`src/rtl/itr_ctrl.sv`:
```
// Interrupt controller feeding the single itr input of a core_fx instance.
// Latches request-line rising edges, arbitrates round-robin and paces itr pulses behind an ISR ack.
module itr_ctrl #(
  parameter int NSRC      = 4,
  parameter int NUBITS    = 32,
  parameter int NUIOIN    = 8,
  parameter int NUIOOU    = 8,
  parameter int ADDR_MASK = 6,
  parameter int ADDR_ACK  = 7,
  parameter int ADDR_STAT = 7,
  parameter int HOLDOFF   = 2
) (
  input  logic                      clk,
  input  logic                      rst,
  input  logic [NSRC-1:0]           src,
  input  logic                      out_en,
  input  logic [$clog2(NUIOOU)-1:0] addr_out,
  input  logic [NUBITS-1:0]         data_out,
  input  logic                      req_in,
  input  logic [$clog2(NUIOIN)-1:0] addr_in,
  output logic                      stat_sel,
  output logic [NUBITS-1:0]         stat_data,
  output logic                      itr,
  output logic                      busy
);

  localparam int IDW = $clog2(NSRC);
  localparam int AOW = $clog2(NUIOOU);
  localparam int AIW = $clog2(NUIOIN);
  localparam int CW  = $clog2(HOLDOFF + 1);

  localparam logic [AOW-1:0] MASK_A = AOW'(ADDR_MASK);
  localparam logic [AOW-1:0] ACK_A  = AOW'(ADDR_ACK);
  localparam logic [AIW-1:0] STAT_A = AIW'(ADDR_STAT);

  typedef enum logic [1:0] {IDLE, FIRE, SERVICE, HOLD} state_t;

  state_t           state;
  logic [NSRC-1:0]  src_d;
  logic [NSRC-1:0]  pending;
  logic [NSRC-1:0]  ovf;
  logic [NSRC-1:0]  mask;
  logic [IDW-1:0]   cur_id;
  logic [IDW-1:0]   rr_ptr;
  logic [CW-1:0]    cnt;

  logic [NSRC-1:0]  rise;
  logic [NSRC-1:0]  clr;
  logic [NSRC-1:0]  elig;
  logic [IDW-1:0]   win;
  logic [IDW-1:0]   win_nxt;
  logic             ack_hit;
  logic             mask_wr;
  logic             unused_data;

  // First set bit of req at or above ptr, wrapping around.
  function automatic logic [IDW-1:0] rr_pick(input logic [NSRC-1:0] req,
                                             input logic [IDW-1:0]  ptr);
    logic [IDW-1:0] w;
    logic           found;
    int             idx;
    w     = '0;
    found = 1'b0;
    for (int k = 0; k < NSRC; k++) begin
      idx = (int'(ptr) + k) % NSRC;
      if (!found && req[idx]) begin
        w     = IDW'(idx);
        found = 1'b1;
      end
    end
    return w;
  endfunction

  assign rise        = src & ~src_d;
  assign elig        = pending & mask;
  assign win         = rr_pick(elig, rr_ptr);
  assign win_nxt     = (win == IDW'(NSRC - 1)) ? '0 : win + 1'b1;
  assign ack_hit     = (state == SERVICE) && out_en && (addr_out == ACK_A);
  assign mask_wr     = out_en && (addr_out == MASK_A);
  assign stat_sel    = req_in && (addr_in == STAT_A);
  assign unused_data = ^data_out[NUBITS-1:NSRC];

  always_comb begin
    clr = '0;
    for (int i = 0; i < NSRC; i++)
      clr[i] = ack_hit && (cur_id == IDW'(i));
  end

  always_comb begin
    stat_data                          = '0;
    stat_data[NSRC-1:0]                = pending;
    stat_data[2*NSRC-1:NSRC]           = ovf;
    stat_data[2*NSRC+IDW-1:2*NSRC]     = cur_id;
    stat_data[NUBITS-1]                = busy;
  end

  // Request capture: a new edge always wins over an ack clear or a status-read clear.
  always_ff @(posedge clk or posedge rst) begin
    if (rst) begin
      src_d   <= '0;
      pending <= '0;
      ovf     <= '0;
      mask    <= '0;
    end else begin
      src_d   <= src;
      pending <= rise | (pending & ~clr);
      ovf     <= (rise & pending & ~clr) | (ovf & ~{NSRC{stat_sel}});
      if (mask_wr)
        mask <= data_out[NSRC-1:0];
    end
  end

  always_ff @(posedge clk or posedge rst) begin
    if (rst) begin
      state  <= IDLE;
      itr    <= 1'b0;
      busy   <= 1'b0;
      cur_id <= '0;
      rr_ptr <= '0;
      cnt    <= '0;
    end else begin
      itr <= 1'b0;
      case (state)
        IDLE: begin
          if (|elig) begin
            cur_id <= win;
            rr_ptr <= win_nxt;
            itr    <= 1'b1;
            busy   <= 1'b1;
            state  <= FIRE;
          end
        end
        FIRE: state <= SERVICE;
        SERVICE: begin
          if (ack_hit) begin
            cnt   <= CW'(HOLDOFF);
            busy  <= 1'b0;
            state <= HOLD;
          end
        end
        HOLD: begin
          if (cnt == CW'(1))
            state <= IDLE;
          else
            cnt <= cnt - 1'b1;
        end
        default: state <= IDLE;
      endcase
    end
  end

endmodule

```
`config.mk`:
```
export PLATFORM = sky130hd
export DESIGN_NAME = itr_ctrl
export DESIGN_NICKNAME = d
export VERILOG_FILES = /design/src/rtl/itr_ctrl.sv
export SDC_FILE = /design/constraint.sdc
export NUM_CORES = 1
export LEC_CHECK = 0
export BUFFER_PORTS_ARGS = -buffer_cell sky130_fd_sc_hd__buf_2
export CAP_MARGIN = 10
export CORE_MARGIN = 4
export CORE_UTILIZATION = 43
export DETAILED_ROUTE_END_ITERATION = 6
export PLACE_DENSITY_LB_ADDON = 0.15
export SLEW_MARGIN = 20
export SYNTH_ARGS = -nofsm -noshare
export SYNTH_HDL_FRONTEND = slang
export SYNTH_SLANG_ARGS = --single-unit
```
`constraint.sdc`:
```
create_clock -name clk -period 2.24 [get_ports clk]
set_input_delay 0 -clock clk [delete_from_list [all_inputs] [get_ports clk]]
set_output_delay 0 -clock clk [all_outputs]
set_load 0.005 [all_outputs]
```
==> results of run 1 <==
-- how the worst min path moves through the flow --
stage,start,end,slack (ns),depth (start not counted)
finish,addr_in[0],ovf[3]$_DFF_PP0_,0.09,4
global route,addr_in[0],ovf[1]$_DFF_PP0_,0.14,4
CTS,addr_in[0],ovf[3]$_DFF_PP0_,0.08,4
detailed placement,rst,cnt[1]$_DFFE_PP0P_,0.08,3
global placement,rst,cnt[1]$_DFFE_PP0P_,0.07,3
floorplan,src[0],src_d[0]$_DFF_PP0_,0.03,0
-- power breakdown --
group	internal [mW]	leakage, nW	switching, mW	total, mW
clock network	0.181	0.0279	0.142	0.323
registers	0.581	0.286	0.0985	0.679
logic	0.280	0.472	0.330	0.610
-- routing by layer --
metal	up-vias	share of wire, %	global-route usage (%)	routed length, um
met3	4	3.3	2.60	91
met5	-	0	0	0
li1	517	-	-	-
met4	0	1.4	6.60	38
met2	22	55	25.8	1520
met1	512	40	16.7	1100
-- cell families (layout without fill, tap and decap cells) --
kind of cell               count (synthesis)  in the layout
buffers and inverters                     35             57
DFF                                       26             26
and+or+nand+nor                           31             31
xor gates and xnor gates                   1              1
adders and majority gates                  5              5
other                                      1             21
muxes                                      5              5
AOI/OAI and AO/OA                         33             33
-- worst register-to-register path: cells and delay by family, from the launching register on --
family / cells / cell delay [ns]
flip-flops: 1 / 0.43
AO/OA/AOI/OAI: 2 / 0.44
buffers and inverters: 2 / 0.18
AND/OR/NAND/NOR: 1 / 0.32
adder cells (fa/ha/maj): 1 / 0.30
-- metrics by stage --
stage | cells | setup slack [ns] | hold slack [ns] | power, mW
6_report | 223 | 0.475 | 0.0909 | 1.61
5_1_grt | 223 | 0.301 | 0.135 | 1.76
4_1_cts | 223 | 0.472 | 0.0836 | 1.63
3_5_place_dp | 210 | 0.504 | 0.0793 | 1.29
3_3_place_gp | 210 | 0.540 | 0.0678 | 1.25
2_1_floorplan | 157 | 0.688 | 0.0314 | 1.15
-- synth_stat cells (all sizes together) --
| master | count |
|---|---|
| nand4 | 2 |
| nand3 | 1 |
| buf | 23 |
| nand2b | 3 |
| o31ai | 5 |
| ha | 5 |
| o221ai | 3 |
| and2 | 2 |
| xnor2 | 1 |
| inv | 12 |
| or2 | 1 |
| nand4b | 1 |
| nor2 | 5 |
| o21a | 1 |
| nand2 | 14 |
| conb | 1 |
| o21ai | 14 |
| a2bb2oi | 1 |
| nor3 | 1 |
| o32a | 1 |
| o221a | 1 |
| a311oi | 1 |
| a31oi | 1 |
| a211oi | 1 |
| a22oi | 1 |
| dfrtp | 26 |
| mux2 | 5 |
| nor2b | 1 |
| a21oi | 3 |
-- flip-flops by register name (all words and copies together) (netlist names) --
| register | flops |
|---|---|
| mask | 4 |
| ovf | 4 |
| pending | 4 |
| src_d | 4 |
| cnt | 2 |
| cur_id | 2 |
| rr_ptr | 2 |
| state | 2 |
| busy | 1 |
| itr | 1 |
-- cell type report --
type	count	area, um2
Clock buffer	3	22.5
Multi-Input combinational cell	96	604
Inverter	12	45.0
Tap cell	44	55.1
Fill cell	302	1420
Sequential cell	26	651
Clock inverter	1	30.0
Timing Repair Buffer	41	253
-- repair_timing --
action	in CTS	in global routing
hold buffers	9	0
setup endpoints to repair	0	0
endpoints found under the hold margin	42	0
==> flow_summary_export.csv, run 1 <==
group,metric,value,unit
run_status,status,"finished clean",
setup_path,start_kind,"flop",
clock_network,cts.htree.levels,1,
place,port_buffers,31,
setup_path,rr_endpoint,"ovf[2]$_DFF_PP0_",
yosys,synth_mux_area_share,4.04,%
yosys,synth-seq-cells,26,
setup_path,crit_slowest_cell,"dfrtp_1",
setup_path,crit_cells,6,
grt,grt_overflow,0,
yosys,synth-compound-area-share,17.5,%
setup_path,critPathCaptureType,"flop",
detailed_routing,viasPerCell,4.73,
setup_path,endpoint,"ovf[2]$_DFF_PP0_",
min_path,hold_class,"primary input to flop",
final_layout,mostFrequentLayoutCell,"buf_2",
timing,tns,0,ns
floorplan,die-width,65.0,um
floorplan,initial_core_util,45.3,%
setup_path,r2r_cells,6,
grt,grt_pass1_wl,4690,um
timing,timing.fmax,0.567,GHz
yosys,synth_top_family_by_area,"compound AO/OA/AOI/OAI gates",
grt,antenna_found_initial,0,
final_layout,final_cell_mix,"31 x buf_2, 26 x dfrtp_1, 21 x conb_1, 14 x nand2_1, 12 x inv_1",
setup_path,cpPeakStageDelay,0.43,ns
final_layout,nNetsFinal,231,
floorplan,dieArea,4220,um2
floorplan,rows,20,
setup_path,rr_startpoint,"state[0]$_DFFE_PP0P_",
detailed_routing,ant_nets,0,
final_layout,final_area,1660,um2
yosys,synth-simple-area-share,11.0,%
setup_path,crit_start,"state[0]$_DFFE_PP0P_",
clock_network,cts_tree,"yes",
place,routabilityCongestion,0.701,
yosys,syn_avg_cell_area,10.2,um2
clock_network,cts_sinks,26,
setup_path,rrSetupSlack,0.48,ns
setup_path,path_delay_family,"compound AO/OA/AOI/OAI gates",
clock_network,ctsResizeCount,0,
setup_path,worst-path-max-fanout,7,
timing,finalClockSkew,0.00141,ns
yosys,synthCells,137,
grt,grt_max_degree,27,
detailed_routing,vias,1055,
final_layout,num_antenna_cells,0,
setup_path,critical_path_required,2.46,ns
floorplan,ios,81,
clock_network,clock_latency,0.32,ns
yosys,yosysTopAreaCellShare,46.6,%
power,p_per_area,971,nW/um2
final_layout,utilization,53.9,%
final_layout,drive_above_1_share,27.4,%
clock_network,clk_pin_slew_worst_paths,0.14,ns
detailed_routing,routed_wirelength,2750,um
timing,fin_crit_sh,78.8,%
setup_path,critPathArrivalTime,1.98,ns
yosys,synthXorXnorAreaFrac,0.628,%
setup_path,critPathBufInv,2,
detailed_routing,drc,0,
yosys,ys_seq_area_share,46.6,%
timing,slew_violations,0,
power,p_leak,0.786,nW
timing,rsz0062_at_grt,"false",
clock_network,cts_buffer_depth,2,
clock_network,root_buffer,"clkbuf_4",
setup_path,cp_cell_sequence,"inv_1 > ha_1 > inv_1 > or2_1 > o31ai_1 > o21ai_1",
yosys,netlist_area,1400,um2
floorplan,die_h,65.0,um
detailed_routing,wl_per_cell,12.3,um
detailed_routing,firstDrtPassIters,4,
place,dpl_cell_area,1520,um2
timing,fin_crit,1.76,ns
yosys,ys_top_cells_by_area,"dfrtp_1 47%, buf_4 12%, ha_1 4.5%, o21ai_0 3.9%, nand2_1 3.8%",
power,peakVddDrop,0.462,mV
final_layout,syn2layout_area_growth,19.0,%
yosys,synth_fa_ha_area_share,4.48,%
detailed_routing,drt_iter0_drc,26,
clock_network,postCtsSetupRepairBufs,0,
run,drv_cap,0,
timing,setup_violations,0,
floorplan,core-area,3080,um2
clock_network,cts_made_buffers,3,
grt,grt_pass1_vias,1050,
grt,grtUsageTotal,14.5,%
yosys,yosysUniqueCellTypes,36,
timing,finalHoldViolations,0,
place,dp_hpwl,2140,um
yosys,yosysTopAreaCell,"dfrtp_1",
setup_path,crit_top_cell,"inv_1",
yosys,yosysWarnings,0,
setup_path,critPathKind,"flop to flop",
No activity file was read; power rests on OpenSTA's default activity.
==> inputs of run 2 (changes only) <==
Settings changed: CORE_UTILIZATION 43 to 39.
Clock period 2.24 ns to 1.5 ns, I/O delays scaled along.
==> run 2 against run 1 <==
Worst hold slack lost 0.0017 ns. Wire length grew 2.5%. Cell area grew 8.1%. Via count increased by 2.8%. Non-clock buffer count is 9 higher. Global-route usage down 1.2 points. First-iteration DRC count is 27% lower. Maximum frequency up 19%. Sequential power grew 52%. Clock-buffer cell count did not move. Register-to-register slack got worse by 0.45 ns. Largest power group is now combinational logic.
==> flow_summary_export.csv, run 2 (same netlist as run 1, synthesis figures left out) <==
group,metric,value,unit
run_status,status,"finished clean",
final_layout,nNetsFinal,240,
clock_network,cts_sinks,26,
grt,antenna_found_initial,0,
clock_network,root_buffer,"clkbuf_4",
final_layout,final_cell_mix,"31 x buf_2, 26 x dfrtp_1, 21 x conb_1, 13 x nand2_1",
detailed_routing,drt_iter0_drc,19,
power,peakVddDrop,0.772,mV
timing,fin_crit,1.48,ns
floorplan,rows,21,
clock_network,cts.htree.levels,1,
floorplan,die_h,67.8,um
floorplan,initial_core_util,41.2,%
detailed_routing,drc,0,
place,place_ws,-0.0361,ns
setup_path,critical_path_required,1.74,ns
grt,grt_pass1_wl,4630,um
floorplan,core-area,3390,um2
detailed_routing,routed_wirelength,2820,um
timing,fin_ws,0.0215,ns
detailed_routing,ant_nets,0,
run,drv_cap,0,
setup_path,crit_slowest_cell,"dfrtp_1",
floorplan,ios,81,
timing,whs,0.0892,ns
setup_path,critPathArrivalTime,1.72,ns
timing,finalHoldViolations,0,
clock_network,cts_made_buffers,3,
place,dp_hpwl,2210,um
timing,finalClockSkew,0.00552,ns
floorplan,dieArea,4600,um2
power,p_per_area,1460,nW/um2
detailed_routing,viasPerCell,4.64,
detailed_routing,wl_per_cell,12.1,um
clock_network,clock_latency,0.33,ns
clock_network,clk_pin_slew_worst_paths,0.16,ns
grt,grtUsageTotal,13.3,%
setup_path,cp_cell_sequence,"inv_2 > buf_4 > ha_1 > inv_1 > o221ai_2 > mux2_1",
power,p_leak,0.838,nW
place,routabilityCongestion,0.798,
final_layout,mostFrequentLayoutCell,"buf_2",
timing,rsz0062_at_grt,"true",
final_layout,num_antenna_cells,0,
final_layout,drive_above_1_share,35.6,%
setup_path,start_kind,"flop",
setup_path,cpPeakStageDelay,0.43,ns
grt,grt_overflow,0,
place,port_buffers,31,
final_layout,fillers,314,
min_path,hold_class,"primary input to flop",
setup_path,worst-path-max-fanout,3,
grt,grt_pass1_vias,1018,
timing,setup_violations,0,
clock_network,cts_buffer_depth,2,
grt,grt_max_degree,27,
detailed_routing,vias,1085,
setup_path,critPathKind,"flop to flop",
floorplan,die-width,67.8,um
setup_path,critPathCaptureType,"flop",
timing,timing.fmax,0.676,GHz
timing,slew_violations,0,
timing,fin_crit_sh,98.6,%
clock_network,cts_tree,"yes",
detailed_routing,firstDrtPassIters,4,
final_layout,syn2layout_area_growth,28.7,%
run 2: final timing paths:
| check | startpoint | to | slack (ns) | cells after the start |
|---|---|---|---|---|
| setup / recovery | state[0]$_DFFE_PP0P_ | state[1]$_DFFE_PP0P_ | 0.02 | 6 |
| hold / removal | addr_in[0] | ovf[3]$_DFF_PP0_ | 0.09 | 4 |
| setup reg to reg | state[0]$_DFFE_PP0P_ | state[1]$_DFFE_PP0P_ | 0.02 | 6 |
| hold reg to reg | src_d[3]$_DFF_PP0_ | ovf[3]$_DFF_PP0_ | 0.48 | 1 |
| max in group asynchronous | rst | mask[3]$_DFFE_PP0P_ | 1.02 | 4 |
| min in group asynchronous | rst | state[0]$_DFFE_PP0P_ | 0.23 | 4 |
run 2: what timing repair did:
action                                 CTS  global route
setup endpoints to repair                6            12
pin swaps                                1             2
setup buffers                            0             0
endpoints found under the hold margin   42             0
hold buffers                             9             0
gates cloned                             0             0
gates resized for setup                  4             7
run 2: critical path, delay by kind of cell (launching register included):
kind	cells	cell delay, ns
muxes	1	0.34
DFF	1	0.43
AOI/OAI and AO/OA	1	0.21
adders and majority gates	1	0.14
buffers and inverters	3	0.27
run 2: stage by stage:
step | setup TNS, ns | area, um2 | util (%) | std cells | power (mW)
6_report | 0 | 1800 | 53.0 | 234 | 2.62
3_3_place_gp | 0 | 1590 | 46.9 | 221 | 2.00
2_1_floorplan | -0.0234 | 1470 | - | 157 | 1.72
3_5_place_dp | -0.104 | 1590 | 46.9 | 221 | 2.04
4_1_cts | 0 | 1750 | 51.8 | 234 | 2.59
5_1_grt | -0.0444 | 1800 | 53.0 | 234 | 2.83
run 2: cell type report:
cell class / instances / area (um2) / area share, %
well taps: 46 / 57.6 / 3.21
flip-flops and latches: 26 / 651 / 36.2
inverters: 12 / 45.0 / 2.51
clock buffers: 3 / 22.5 / 1.25
multi-input cells: 96 / 669 / 37.3
repair buffers: 50 / 320 / 17.8
clock inverters: 1 / 30.0 / 1.67
run 2: report_power, final:
| part | internal, mW | leakage, nW | switching, mW |
|---|---|---|---|
| combinational | 0.532 | 0.525 | 0.566 |
| clock | 0.270 | 0.0279 | 0.230 |
| sequential | 0.867 | 0.286 | 0.159 |
run 2: metal layers:
metal	up-vias	track usage, %	wire [um]
met5	-	0	0
met4	0	3.23	59
met3	6	4.27	172
met2	35	22.8	1450
met1	516	16.0	1130
li1	528	-	-
